### src/rtl/edabk_tx_arb_pkg.sv
// Shared types and defaults for the UART transmit arbiter.
// Frame width comes from CFG_DATA_WIDTH (defaults to 8 when not supplied).
// The optional WAIT_FIN watchdog is enabled by EDABK_TX_ARB_TIMEOUT_EN.

`ifndef CFG_DATA_WIDTH
`define CFG_DATA_WIDTH 8
`endif

package edabk_tx_arb_pkg;

    // Frame scheduling states
    typedef enum logic [1:0] {
        IDLE     = 2'd0,
        GRANT    = 2'd1,
        WAIT_FIN = 2'd2,
        RELEASE  = 2'd3
    } arb_state_t;

    localparam int DEFAULT_NUM_REQ        = 4;
    localparam int DEFAULT_TIMEOUT_CYCLES = 4096;
    localparam int DEFAULT_DATA_WIDTH     = `CFG_DATA_WIDTH;

endpackage

### src/rtl/edabk_rr_arbiter.sv
// Combinational round-robin pick: first set request bit scanning upward
// from rr_ptr and wrapping modulo NUM_REQ. Shared with the receiver side.

module edabk_rr_arbiter #(
    parameter int NUM_REQ   = 4,
    parameter int IDX_WIDTH = $clog2(NUM_REQ)
) (
    input  logic [NUM_REQ-1:0]   req,
    input  logic [IDX_WIDTH-1:0] rr_ptr,
    output logic [IDX_WIDTH-1:0] winner,
    output logic                 any_valid
);

    logic [IDX_WIDTH-1:0] idx;

    // Walk the requesters starting at rr_ptr; the first set bit wins
    always_comb begin
        winner    = '0;
        any_valid = 1'b0;
        idx       = '0;
        for (int i = 0; i < NUM_REQ; i++) begin
            idx = IDX_WIDTH'((int'(rr_ptr) + i) % NUM_REQ);
            if (!any_valid && req[idx]) begin
                any_valid = 1'b1;
                winner    = idx;
            end
        end
    end

endmodule

### src/rtl/edabk_tx_arbiter.sv
// Round-robin scheduler for one shared UART transmitter.
// Serves NUM_REQ valid/ready requesters one frame at a time, issues the
// transmitter start pulse and holds the grant until tx_finish.
// Optional WAIT_FIN watchdog: define EDABK_TX_ARB_TIMEOUT_EN.

`ifndef CFG_DATA_WIDTH
`define CFG_DATA_WIDTH 8
`endif

module edabk_tx_arbiter
    import edabk_tx_arb_pkg::*;
#(
    parameter int NUM_REQ        = DEFAULT_NUM_REQ,
    parameter int DATA_WIDTH     = `CFG_DATA_WIDTH,
    parameter int IDX_WIDTH      = $clog2(NUM_REQ),
    parameter int TIMEOUT_CYCLES = DEFAULT_TIMEOUT_CYCLES
) (
    input  logic                          bclk,
    input  logic                          reset,
    input  logic [NUM_REQ-1:0]            req_valid,
    input  logic [NUM_REQ*DATA_WIDTH-1:0] req_data,
    output logic [NUM_REQ-1:0]            req_ready,
    output logic                          tx_start,
    output logic [DATA_WIDTH-1:0]         tx_data,
    input  logic                          tx_finish,
    output logic [IDX_WIDTH-1:0]          grant_id,
    output logic                          busy,
    output logic                          tx_timeout
);

    arb_state_t state, state_d;

    logic [IDX_WIDTH-1:0]  rr_ptr, rr_ptr_d;
    logic [IDX_WIDTH-1:0]  grant_id_d;
    logic [IDX_WIDTH-1:0]  winner;
    logic                  any_valid;
    logic [DATA_WIDTH-1:0] tx_data_d;
    logic [NUM_REQ-1:0]    req_ready_d;
    logic                  tx_start_d;
    logic                  busy_d;
    logic [DATA_WIDTH-1:0] req_words [NUM_REQ];

`ifdef EDABK_TX_ARB_TIMEOUT_EN
    localparam int CNT_W = (TIMEOUT_CYCLES > 1) ? $clog2(TIMEOUT_CYCLES) : 1;
    logic [CNT_W-1:0] wd_cnt, wd_cnt_d;
    logic             tx_timeout_d;
`else
    logic unused_timeout_cfg;
    assign unused_timeout_cfg = (TIMEOUT_CYCLES == 0);
    assign tx_timeout         = 1'b0;
`endif

    for (genvar i = 0; i < NUM_REQ; i++) begin : g_unpack
        assign req_words[i] = req_data[i*DATA_WIDTH +: DATA_WIDTH];
    end

    edabk_rr_arbiter #(
        .NUM_REQ   (NUM_REQ),
        .IDX_WIDTH (IDX_WIDTH)
    ) u_pick (
        .req       (req_valid),
        .rr_ptr    (rr_ptr),
        .winner    (winner),
        .any_valid (any_valid)
    );

    // Next-state and next-output logic; every output is registered below
    always_comb begin
        state_d     = state;
        rr_ptr_d    = rr_ptr;
        tx_data_d   = tx_data;
        grant_id_d  = grant_id;
        tx_start_d  = 1'b0;
        req_ready_d = '0;
`ifdef EDABK_TX_ARB_TIMEOUT_EN
        wd_cnt_d     = wd_cnt;
        tx_timeout_d = 1'b0;
`endif
        case (state)
            IDLE: begin
                if (any_valid) begin
                    state_d     = GRANT;
                    tx_data_d   = req_words[winner];
                    grant_id_d  = winner;
                    tx_start_d  = 1'b1;
                    req_ready_d = NUM_REQ'(1) << winner;
                end
            end
            GRANT: begin
                state_d = WAIT_FIN;
`ifdef EDABK_TX_ARB_TIMEOUT_EN
                wd_cnt_d = '0;
`endif
            end
            WAIT_FIN: begin
                if (tx_finish) begin
                    state_d = RELEASE;
                end
`ifdef EDABK_TX_ARB_TIMEOUT_EN
                else if (wd_cnt == CNT_W'(TIMEOUT_CYCLES - 1)) begin
                    state_d      = RELEASE;
                    tx_timeout_d = 1'b1;
                end else begin
                    wd_cnt_d = wd_cnt + 1'b1;
                end
`endif
            end
            RELEASE: begin
                state_d  = IDLE;
                rr_ptr_d = (grant_id == IDX_WIDTH'(NUM_REQ - 1)) ? '0 : grant_id + 1'b1;
            end
            default: state_d = IDLE;
        endcase
    end

    assign busy_d = (state_d != IDLE);

    // State and registered outputs, synchronous reset
    always_ff @(posedge bclk) begin
        if (reset) begin
            state     <= IDLE;
            rr_ptr    <= '0;
            tx_data   <= '0;
            grant_id  <= '0;
            tx_start  <= 1'b0;
            req_ready <= '0;
            busy      <= 1'b0;
        end else begin
            state     <= state_d;
            rr_ptr    <= rr_ptr_d;
            tx_data   <= tx_data_d;
            grant_id  <= grant_id_d;
            tx_start  <= tx_start_d;
            req_ready <= req_ready_d;
            busy      <= busy_d;
        end
    end

`ifdef EDABK_TX_ARB_TIMEOUT_EN
    // Watchdog counter and its abort pulse
    always_ff @(posedge bclk) begin
        if (reset) begin
            wd_cnt     <= '0;
            tx_timeout <= 1'b0;
        end else begin
            wd_cnt     <= wd_cnt_d;
            tx_timeout <= tx_timeout_d;
        end
    end
`endif

endmodule

### config.mk
export PLATFORM = sky130hd
export DESIGN_NAME = edabk_tx_arbiter
export DESIGN_NICKNAME = d
export VERILOG_FILES = /design/src/rtl/edabk_tx_arb_pkg.sv /design/src/rtl/edabk_rr_arbiter.sv /design/src/rtl/edabk_tx_arbiter.sv
export SDC_FILE = /design/constraint.sdc
export NUM_CORES = 1
export LEC_CHECK = 0
export BUFFER_PORTS_ARGS = -buffer_cell sky130_fd_sc_hd__buf_2
export CORE_MARGIN = 1
export CORE_UTILIZATION = 30
export CTS_BUF_LIST = sky130_fd_sc_hd__clkbuf_16
export CTS_CLUSTER_DIAMETER = 40
export CTS_CLUSTER_SIZE = 20
export DETAILED_ROUTE_END_ITERATION = 10
export MAX_ROUTING_LAYER = met4
export PLACE_DENSITY = 0.67
export REMOVE_ABC_BUFFERS = 1
export SLEW_MARGIN = 15
export SYNTH_ARGS = -nofsm -noshare
export SYNTH_HDL_FRONTEND = slang
export SYNTH_SLANG_ARGS = --single-unit
### constraint.sdc
create_clock -name bclk -period 1.9 [get_ports bclk]
set_input_delay 0.38 -clock bclk [delete_from_list [all_inputs] [get_ports bclk]]
set_output_delay 0.38 -clock bclk [all_outputs]
set_load 0.005 [all_outputs]
---- Word level (Yosys, flattened, before mapping) ----
Cells that the tools add are included.
operators by class
  order comparisons ....................... 5
  equal/unequal tests ..................... 4
  bitwise logic cells ..................... 3
  mux-type cells .......................... 24
  shift-type cells ........................ 1
  reductions and logical operators ........ 11
  add/subtract/negate cells ............... 4
operators by type and width
  cell                                                                  number
  8-bit binary-select mux with 2-bit select                             1
  8-bit 2-to-1 mux                                                      2
  2-bit 2-to-1 mux                                                      7
  2-bit by 3-bit < comparator with 1-bit output, second input constant  4
  1-bit 2-to-1 mux                                                      9
  1-bit binary-select mux with 2-bit select                             4
  2-bit one-hot mux with 4 select lines                                 1
  2-bit == test, second input constant                                  3
  2-bit by 1-bit adder with 2-bit output, second input constant         2
  2-bit adder, second input constant                                    2
  1-bit by 2-bit << shifter with 4-bit output, first input constant     1
  3-bit greater-or-equal comparator, second input constant              1
  1-bit logical AND                                                     3
  1-bit zero test                                                       3
  2-bit NOT with 3-bit output                                           1
  3-bit OR reduction                                                    1
  2-bit by 1-bit == test with 1-bit output, second input constant       1
  2-bit zero test                                                       1
  1-bit NOT                                                             2
  2-bit AND reduction                                                   1
  2-bit nonzero test                                                    1
  2-bit OR reduction                                                    1
word-level totals
  input bits .............................. 39
  logic and storage cells ................. 59
  flip-flop bits (word level) ............. 20
  output and inout port bits .............. 17

---- Longest topological paths before layout ----
Gate-level depths: netlist of the first run.
  depth in word-level cells ............... 16
  depth in mapped cells ................... 7
  gate-level depth less buffers ........... 5

---- Modules after synthesis ----
Synthesis of the first run repeated with hierarchy kept, for this count alone.
unflattened totals
  cells, all modules ...................... 83
  area, all modules ....................... 987.2 µm²
by module, submodules not included
  module            instances  cells each  sequential area each (µm²)  area each (µm²)
  edabk_tx_arbiter  1          68          400.4                       909.6
  edabk_rr_arbiter  1          15          0.0                         77.6

---- Worst setup path after synthesis of the first run ----
OpenSTA, ideal clock, no wires.
  path type ............................... register -> register
  start ................................... register rr_ptr[1]
  end ..................................... register tx_data[2]
  clock period less this slack ............ 1.718 ns
  library setup time ...................... 0.122 ns
  path buffers ............................ 1
  arrival ................................. 1.597 ns
  slack ................................... 0.182 ns
  data required time ...................... 1.778 ns
  cell stages (with the launch flop) ...... 7
  path through ............................ dfxtp_1 mux2i_1 o22a_1 buf_4 nand2_4 mux2_1 a221o_1
on the way
  cells in the longest elaborated chain, start to end .. 16
  elaborated cells between the ends (all ways) .. 30
  classes of those cells .................. add/sub (3); mux (19); bitwise (1); reduce/logical (7)
ends and longest elaborated chain
  item                                                                                             RTL line                 RTL
  from (decl)                                                                                      edabk_tx_arbiter.sv:33   logic [IDX_WIDTH-1:0] rr_ptr, rr_ptr_d;
  from (signal assigned)                                                                           edabk_tx_arbiter.sv:130  rr_ptr <= rr_ptr_d;
  parallel branches: the longest is 16 deep, another holds 2-bit by 1-bit adder with 2-bit output  --
  to (signal assigned)                                                                             edabk_tx_arbiter.sv:131  tx_data <= tx_data_d;
  to (decl)                                                                                        edabk_tx_arbiter.sv:24   output logic [DATA_WIDTH-1:0] tx_data,
Several ways; the timed one is not identified. The select of a mux whose other input is x is not followed.
A chain may end at the register's enable or synchronous reset.

---- Worst setup path in the final report of the first run ----
  start ................................... register state[0]
  end ..................................... register tx_data[1]
on the way
  cells in the longest elaborated chain, start to end .. 2
ends and longest elaborated chain
  item                                  RTL line                 RTL
  from (decl)                           edabk_tx_arbiter.sv:31   arb_state_t state, state_d;
  from (signal assigned)                edabk_tx_arbiter.sv:129  state <= state_d;
  2-bit zero test                       edabk_tx_arbiter.sv:79   case (state)
  2-bit AND reduction (no source line)  --
Every way passes these cells.

==> results.yml, run 1 <==
outcome:
  status: "complete, no violations"
synth:
  synth_seq_cells: 20
  yosys.area.top_type: "dfxtp_1"
  synth.distinct_cells: 32
  ys_seq_area_frac: 0.384
  synth-async-reset-ratio: 0
  synth_fa_ha_area_frac: 0.0120
  yosys.area_share.simple: 0.326
  synth_area_leaders: "dfxtp_1 38%, nand3_1 10%, a21o_1 5.0%, a21oi_1 4.8%, o21ai_0 3.8%"
  synth_top_family_by_area: "simple AND/OR/NAND/NOR gates"
  muxShareOfSynthArea: 0.0312
  netlist_area_sq_um: 1040
  yosys_most_used_dff: "dfxtp_1"
  yosysWarnings: 0
  synth.top_cell.area_share: 0.384
  synth_cells: 128
  syn_avg_cell_area_sq_um: 8.15
  synthTopCellsByCount: "21 x nand3_1, 20 x dfxtp_1, 10 x a21oi_1"
  synth_compound_area_frac: 0.189
  synth-xor-area-share: 0.00839
  synth-edff-count: 0
  yosysMostFrequentCell: "nand3_1"
worst_setup_path:
  cp_cell_sequence: "or3_1 > nor4_4 > nand3_1 > nand4_1"
  cp.depth: 4
  cp_data_required_time_ns: 2.09
  critical_path_class: "flop to flop"
  cpPeakStageDelay_ns: 0.61
  cp_top_family: "simple AND/OR/NAND/NOR gates"
  ff2ff_path_depth: 4
  cp_slowest_cell: "nor4_4"
  worstPathArrival_ns: 1.93
  crit_end: "tx_data[1]"
  worstReg2RegEnd: "tx_data[1]"
  r2r_setup_slack_ns: 0.16
  worst-path-max-fanout: 16
  crit_start: "state[0]"
  path_buf_inv: 0
  critPathCaptureType: "flop"
  regToRegStartpoint: "state[0]"
  critical_path.startpoint_type: "flop"
cts:
  cts-buffers-inserted: 3
  cts_max_level: 1
  cts_max_path_buffers: 2
  postCtsSetupRepairBufs: 0
  cts_resized: 0
  clock-sinks: 20
  holdBufCountCts: 0
  tritoncts: "built"
  clkLatencyLatePin_ns: 0.25
  path_clk_slew_ns: 0.05
  clock-root-buffer: "clkbuf_16"
floorplanning:
  core_sq_um: 3340
  die_h_microns: 61.0
  die_w_microns: 61.0
  pin_count: 56
  start_util: 0.313
  die_area_sq_um: 3720
  rows: 21
route:
  drtIter0Drc: 58
  drc: 0
  wirelength_microns: 2820
  vias: 1145
  wl_per_cell_microns: 12.0
  vias_per_cell: 4.85
  drtAntennaViolNets: 0
  drt_pre_antenna_iters: 5
job:
  drv_cap: 0
sta:
  worst_slack_ns: 0.158
  setup_viol: 0
  fmax_mhz: 574
  min_period_ns: 1.74
  clock_skew_ns: 0.00329
  setup_tns_ns: 0
  worst_pin_slew_ns: 0.770
  max_slew_margin: 0.483
  finalMaxSlewViolations: 0
  timing.final.crit_share: 0.917
  rsz0062_at_grt: "no"
  finalHoldViolations: 0
global_routing:
  grt_max_degree: 17
  track_usage: 0.159
  gr-total-overflow: 0
  grt_pass1_wl_microns: 4130
  grt_pass1_vias: 934
  antenna_found_initial: 0
placement:
  portBuffers: 54
  dp.final_hpwl_microns: 2250
  pre_cts_slack_ns: 0.00429
  gp_routability_congestion: 0.794
finish:
  diodes: 0
  fin_util: 0.447
  area_growth_pct: 43.0
  fill_cells: 357
  drive_gt1_frac: 0.384
  num-nets-final: 232
power_and_ir_drop:
  power_density_nw_per_um2: 883
  vdd_drop_max_uv: 314
  p_leak_nw: 0.692
min_path:
  hold_class: "input port to flop"
-- logic make-up (layout without fill, tap and decap cells) --
| kind of cell | Yosys count | count (layout) |
|---|---|---|
| XOR/XNOR | 1 | 1 |
| adder cells (fa/ha/maj) | 1 | 1 |
| AO/OA/AOI/OAI | 31 | 31 |
| AND/OR/NAND/NOR | 63 | 63 |
| multiplexers | 3 | 3 |
| other | 1 | 1 |
| flip-flops | 20 | 20 |
| buffers and inverters | 8 | 70 |
-- per-stage QoR --
stage          cell area, sq um  cells  hold slack, ns  power [mW]
3_5_place_dp               1420    233           0.463       0.909
3_3_place_gp               1420    233           0.458       0.907
2_1_floorplan              1000    121           0.449       0.709
5_1_grt                    1490    236           0.355        1.40
6_report                   1490    236           0.358        1.32
4_1_cts                    1490    236           0.355        1.33
-- how the worst min path moves through the flow --
stage / startpoint / endpoint / cells past startpoint
floorplan: reset / rr_ptr[1] / 1
global placement: tx_data[0] / tx_data[0] / 2
detailed placement: tx_data[0] / tx_data[0] / 2
CTS: req_data[23] / tx_data[7] / 3
global route: req_data[23] / tx_data[7] / 3
finish: req_data[17] / tx_data[1] / 3
-- tightest hold or removal path, delay by kind of cell --
| family | cells | cell delay (ns) |
|---|---|---|
| buffers and inverters | 1 | 0.08 |
| AND/OR/NAND/NOR | 2 | 0.11 |
-- report_power, final --
group	switching (mW)	internal [mW]
clock network	0.142	0.277
registers	0.0367	0.485
logic	0.188	0.190
total	0.366	0.952
-- state kept, by name (all words and copies together) (netlist names) --
| register | flops |
|---|---|
| busy | 1 |
| tx_data | 8 |
| tx_start | 1 |
| grant_id | 2 |
| rr_ptr | 2 |
| req_ready | 4 |
| state | 2 |
-- layout make-up --
class / count / area (sq um) / area share
Clock buffer: 3 / 75.1 / 0.0503
Tap cell: 46 / 57.6 / 0.0386
Sequential cell: 20 / 400 / 0.268
Multi-Input combinational cell: 100 / 596 / 0.399
Inverter: 1 / 3.75 / 0.00251
Timing Repair Buffer: 66 / 360 / 0.241
-- cells in the final DEF, fill, tap and decap left out, drive strengths merged, types with 2 or more instances in the layout --
cell type	netlist	layout
nor2	8	8
nand4	6	6
nand2	10	10
nand3	21	21
mux2	2	2
buf	5	66
nand2b	3	3
nor2b	4	4
a21oi	10	10
o21ai	9	9
dfxtp	20	20
and2	2	2
nor4	3	3
nor3	4	4
clkbuf	2	3
a21o	7	7
a221o	2	2
-- routing by layer --
metal	global-route usage	wire length [microns]	part of all wire
met1	0.209	1320	0.47
met2	0.221	1270	0.45
met5	-	0	0
met4	0.0909	57	0.020
met3	0.0341	169	0.060
Note: power is estimated with default switching activity, not from simulation.
==> run 2, diff against run 1 <==
SETUP_SLACK_MARGIN = 0.3   (was unset)
==> run 2 against run 1 <==
Against the previous run: first-iteration DRC count shrank 14%; via count grew 3.8%; total power grew 3.6%; clock power is essentially flat; core utilization grew 3.4 points; sequential power grew 0.8%; die area is the same; design area grew 7.6%.
==> results.yml, run 2 (synthesis gave the netlist of run 1 again) <==
route:
  vias: 1188
  drtIter0Drc: 50
  drc: 0
  wl_per_cell_microns: 12.9
  drt_pre_antenna_iters: 4
  drtAntennaViolNets: 0
  vias_per_cell: 4.95
  wirelength_microns: 3090
floorplanning:
  rows: 21
  die_w_microns: 61.0
  die_area_sq_um: 3720
  pin_count: 56
  start_util: 0.313
  die_h_microns: 61.0
  core_sq_um: 3340
sta:
  whs_ns: 0.356
  setup_viol: 0
  setup_tns_ns: 0
  rsz0062_at_grt: "yes"
  finalHoldViolations: 0
  timing.final.crit_share: 0.858
  clock_skew_ns: 0.00449
  finalMaxSlewViolations: 0
  min_period_ns: 1.63
  fmax_mhz: 613
cts:
  tritoncts: "built"
  path_clk_slew_ns: 0.05
  cts-buffers-inserted: 3
  clock-sinks: 20
  cts_max_level: 1
  clkLatencyLatePin_ns: 0.25
  clock-root-buffer: "clkbuf_16"
  cts_max_path_buffers: 2
finish:
  drive_gt1_frac: 0.459
  largestRegisters: "tx_data (8), req_ready (4)"
  layout_common_cells: "54 x buf_2, 21 x nand3_1, 18 x dfxtp_1, 15 x buf_4, 9 x a21oi_1"
  area_growth_pct: 54.0
  largest_reg_flops: 8
  num-nets-final: 236
  fill_cells: 348
  regMostFlops: "tx_data"
  layout_commonest_cell: "buf_2"
  diodes: 0
global_routing:
  grt_pass1_vias: 981
  antenna_found_initial: 0
  grt_max_degree: 14
  gr-total-overflow: 0
  grt_pass1_wl_microns: 4420
  track_usage: 0.169
placement:
  dp.final_hpwl_microns: 2250
  portBuffers: 54
  gp_routability_congestion: 0.794
worst_setup_path:
  critical_path_class: "flop to flop"
  worst-path-max-fanout: 4
  critical_path.startpoint_type: "flop"
  worstPathArrival_ns: 1.76
  cp_cell_sequence: "mux2i_4 > o22a_1 > nand2_4 > mux2_4 > a221o_1"
  cp_data_required_time_ns: 2.03
  cp_slowest_cell: "dfxtp_4"
  cpPeakStageDelay_ns: 0.38
  critPathCaptureType: "flop"
  path_buf_inv: 0
  cp_top_family: "multiplexers"
power_and_ir_drop:
  power_density_nw_per_um2: 850
  p_leak_nw: 0.735
  vdd_drop_max_uv: 323
job:
  drv_cap: 0
min_path:
  hold_class: "input port to flop"
outcome:
  status: "complete, no violations"
-- run 2: what timing repair did --
action / in CTS / in global routing
gates resized for setup: 9 / 9
hold buffers: 0 / 0
buffers inserted: 3 / 1
pin swaps: 5 / 2
endpoints found under the setup margin: 10 / 9
-- run 2: worst paths after layout --
path           startpoint         end  slack, ns  cells past startpoint
max             rr_ptr[1]  tx_data[6]       0.27                      5
max reg2reg     rr_ptr[1]  tx_data[6]       0.27                      5
min          req_data[19]  tx_data[3]       0.36                      3
min reg2reg    tx_data[3]  tx_data[3]       0.48                      2
-- run 2: area by class of cell --
| class | count | area [sq um] | area share |
|---|---|---|---|
| Clock buffer | 3 | 75.1 | 0.0467 |
| Inverter | 1 | 3.75 | 0.00234 |
| Multi-Input combinational cell | 100 | 668 | 0.416 |
| Sequential cell | 20 | 408 | 0.254 |
| Tap cell | 46 | 57.6 | 0.0358 |
| Timing Repair Buffer | 70 | 394 | 0.245 |
-- run 2: worst register-to-register path: cells and delay by family, from the launching register on --
kind               cells  cell delay [ns]
DFF                    1             0.38
muxes                  2             0.55
and+or+nand+nor        1             0.09
AOI/OAI and AO/OA      2             0.50
-- run 2: power by group --
| group | internal (mW) | leakage, nW | switching [mW] | total (mW) |
|---|---|---|---|---|
| Sequential | 0.484 | 0.166 | 0.0415 | 0.525 |
| Clock | 0.277 | 0.0370 | 0.144 | 0.421 |
| Combinational | 0.215 | 0.532 | 0.204 | 0.419 |
-- run 2: stage by stage --
step | worst slack [ns] | power, mW | utilization | instances | instance area (sq um)
floorplan | 0.101 | 0.709 | - | 121 | 1000
global placement | 0.0131 | 0.907 | 0.425 | 233 | 1420
detailed placement | 0.00429 | 0.909 | 0.425 | 233 | 1420
CTS | 0.272 | 1.35 | 0.467 | 239 | 1560
global route | 0.227 | 1.45 | 0.481 | 240 | 1610
finish | 0.269 | 1.37 | 0.481 | 240 | 1610
-- run 2: layer usage --
metal  up-vias  global-route usage  share of wire
met4         0              0.0942          0.013
met5         -                   -              0
li1        598                   -              -
met3         4              0.0341          0.052
met2        50               0.243           0.49
met1       536               0.220           0.45
==> run 3, diff against run 2 <==
ABC_AREA = 1   (was unset)
PLACE_DENSITY = 0.64   (was 0.67)
==> run 3 against run 2 <==
Against the previous run: clock skew is essentially flat; via count grew 38%; non-clock buffer count grew 1; hold slack lost 0.021 ns; register-to-register slack lost 0.12 ns; largest cell class unchanged; highest routed layer unchanged.
==> results.yml, run 3 <==
outcome:
  status: "complete, no violations"
route:
  vias_per_cell: 4.70
  vias: 1634
  wl_per_cell_microns: 11.7
  drc: 0
  wirelength_microns: 4090
  drtIter0Drc: 88
  drtAntennaViolNets: 0
  drt_pre_antenna_iters: 4
power_and_ir_drop:
  power_density_nw_per_um2: 826
  vdd_drop_max_uv: 295
  p_leak_nw: 1.21
  finalPower_mw: 1.79
synth:
  yosys.area.top_type: "dfxtp_1"
  synth_seq_cells: 20
  yosys_most_used_dff: "dfxtp_1"
  synthTopCellsByCount: "76 x nand2_1, 34 x inv_1, 26 x nand3_1"
  synth_area_leaders: "dfxtp_1 29%, nand2_1 21%, nand3_1 9.4%, inv_1 9.2%, nand2_2 8.6%"
  synth.top_cell.area_share: 0.289
  yosysMostFrequentCell: "nand2_1"
  synth_cells: 225
  ys_seq_area_frac: 0.289
  yosysWarnings: 0
  syn_avg_cell_area_sq_um: 6.16
  synth-edff-count: 0
  synth-async-reset-ratio: 0
  netlist_area_sq_um: 1390
  synth.distinct_cells: 24
finish:
  diodes: 0
  drive_gt1_frac: 0.473
  fill_cells: 440
  regMostFlops: "tx_data"
  area_growth_pct: 56.3
  largest_reg_flops: 8
  layout_commonest_cell: "nand2_1"
  layout_common_cells: "60 x nand2_1, 54 x buf_2, 33 x inv_1, 23 x nand2_2, 18 x dfxtp_1"
  num-nets-final: 337
  largestRegisters: "tx_data (8), req_ready (4)"
job:
  drv_cap: 0
min_path:
  hold_start: "reset"
  hold_class: "input port to flop"
placement:
  dp.final_hpwl_microns: 2700
  gp_routability_congestion: 0.864
  portBuffers: 54
floorplanning:
  pin_count: 56
  core_sq_um: 4380
  die_h_microns: 70.0
  die_w_microns: 70.0
  die_area_sq_um: 4900
  start_util: 0.316
  rows: 24
global_routing:
  grt_pass1_vias: 1537
  gr-total-overflow: 0
  grt_pass1_wl_microns: 6620
  antenna_found_initial: 0
  track_usage: 0.169
  grt_max_degree: 14
worst_setup_path:
  worstReg2RegEnd: "tx_data[7]"
  critPathCaptureType: "flop"
  regToRegStartpoint: "rr_ptr[0]"
  crit_top_cell: "nand2_1"
  path_buf_inv: 3
  r2r_setup_slack_ns: 0.15
  critical_path.startpoint_type: "flop"
  cp_cell_sequence: "buf_12 > nand2_1 > nand3_2 > nand2_4 > nor2_4 > nand3_4 > buf_4 > nand3_4 > nand2_1 > nand3_1 > nand3_1 > nand2_1 > inv_1"
  cp_data_required_time_ns: 2.05
  critical_path_class: "flop to flop"
  crit_end: "tx_data[7]"
  crit_start: "rr_ptr[0]"
  ff2ff_path_depth: 13
  worst-path-max-fanout: 6
  worstPathArrival_ns: 1.90
  cp_top_family: "simple AND/OR/NAND/NOR gates"
  cp_slowest_cell: "dfxtp_4"
  cp.depth: 13
  cpPeakStageDelay_ns: 0.38
cts:
  clock-root-buffer: "clkbuf_16"
  cts_max_path_buffers: 2
  clkLatencyLatePin_ns: 0.25
  cts-buffers-inserted: 3
  path_clk_slew_ns: 0.05
  tritoncts: "built"
  cts_max_level: 1
  clock-sinks: 20
sta:
  whs_ns: 0.335
  setup_tns_ns: 0
  setup_viol: 0
  fmax_mhz: 572
  timing.final.crit_share: 0.920
  rsz0062_at_grt: "yes"
  finalHoldViolations: 0
  min_period_ns: 1.75
  finalMaxSlewViolations: 0
  clock_skew_ns: 0.00440
## run 3: power breakdown
part / total, mW / internal (mW) / switching [mW]
clock network: 0.434 / 0.280 / 0.154
registers: 0.539 / 0.498 / 0.0419
logic: 0.818 / 0.356 / 0.462
## run 3: metrics by stage
stage,area [sq um],utilization,worst slack (ns),instances
global route,2170,0.494,0.0350,348
global placement,1730,0.395,0.107,332
floorplan,1330,-,-0.0343,219
finish,2170,0.494,0.153,348
CTS,2040,0.466,0.156,345
detailed placement,1730,0.395,0.0596,332
## run 3: logic make-up (layout without fill, tap and decap cells)
group / Yosys count / after routing / share of synthesized area
compound gates: 7 / 7 / 0.0298
fa+ha+maj: 1 / 1 / 0.00902
buf+inv: 48 / 118 / 0.158
flops: 20 / 20 / 0.289
other cells: 1 / 1 / 0.00270
simple gates: 148 / 149 / 0.512
## run 3: layer usage
layer / up-vias / track usage / share of wire
li1: 847 / - / -
met1: 735 / 0.224 / 0.45
met2: 46 / 0.266 / 0.49
met3: 6 / 0.0202 / 0.043
met4: 0 / 0.0556 / 0.015
met5: - / - / 0
## run 3: worst min path at each step
| stage | endpoint | slack [ns] | cells after the start |
|---|---|---|---|
| 2_1_floorplan | tx_data[0] | 0.45 | 2 |
| 3_3_place_gp | tx_data[6] | 0.44 | 2 |
| 3_5_place_dp | tx_data[1] | 0.44 | 2 |
| 4_1_cts | state[0] | 0.33 | 2 |
| 5_1_grt | state[0] | 0.36 | 2 |
| 6_report | state[0] | 0.33 | 2 |
## run 3: area by class of cell
type / count / area (sq um) / area share
clock inverters: 1 / 3.75 / 0.00173
repair buffers: 71 / 458 / 0.211
flip-flops and latches: 20 / 405 / 0.187
well taps: 52 / 65.1 / 0.0300
multi-input cells: 158 / 966 / 0.446
repair inverters: 1 / 8.76 / 0.00404
clock buffers: 3 / 75.1 / 0.0346
inverters: 42 / 185 / 0.0855
## run 3: timing repair
action | CTS | global route
resized for setup | 36 | 25
pin swaps | 10 | 20
hold buffers | 0 | 0
endpoints found under the setup margin | 16 | 17
setup buffers | 6 | 3
cloned | 3 | 0
## run 3: worst reg2reg max path, delay by kind of cell (launching register included)
kind | cells | cell delay (ns)
simple gates | 10 | 0.93
flops | 1 | 0.38
buf+inv | 3 | 0.33
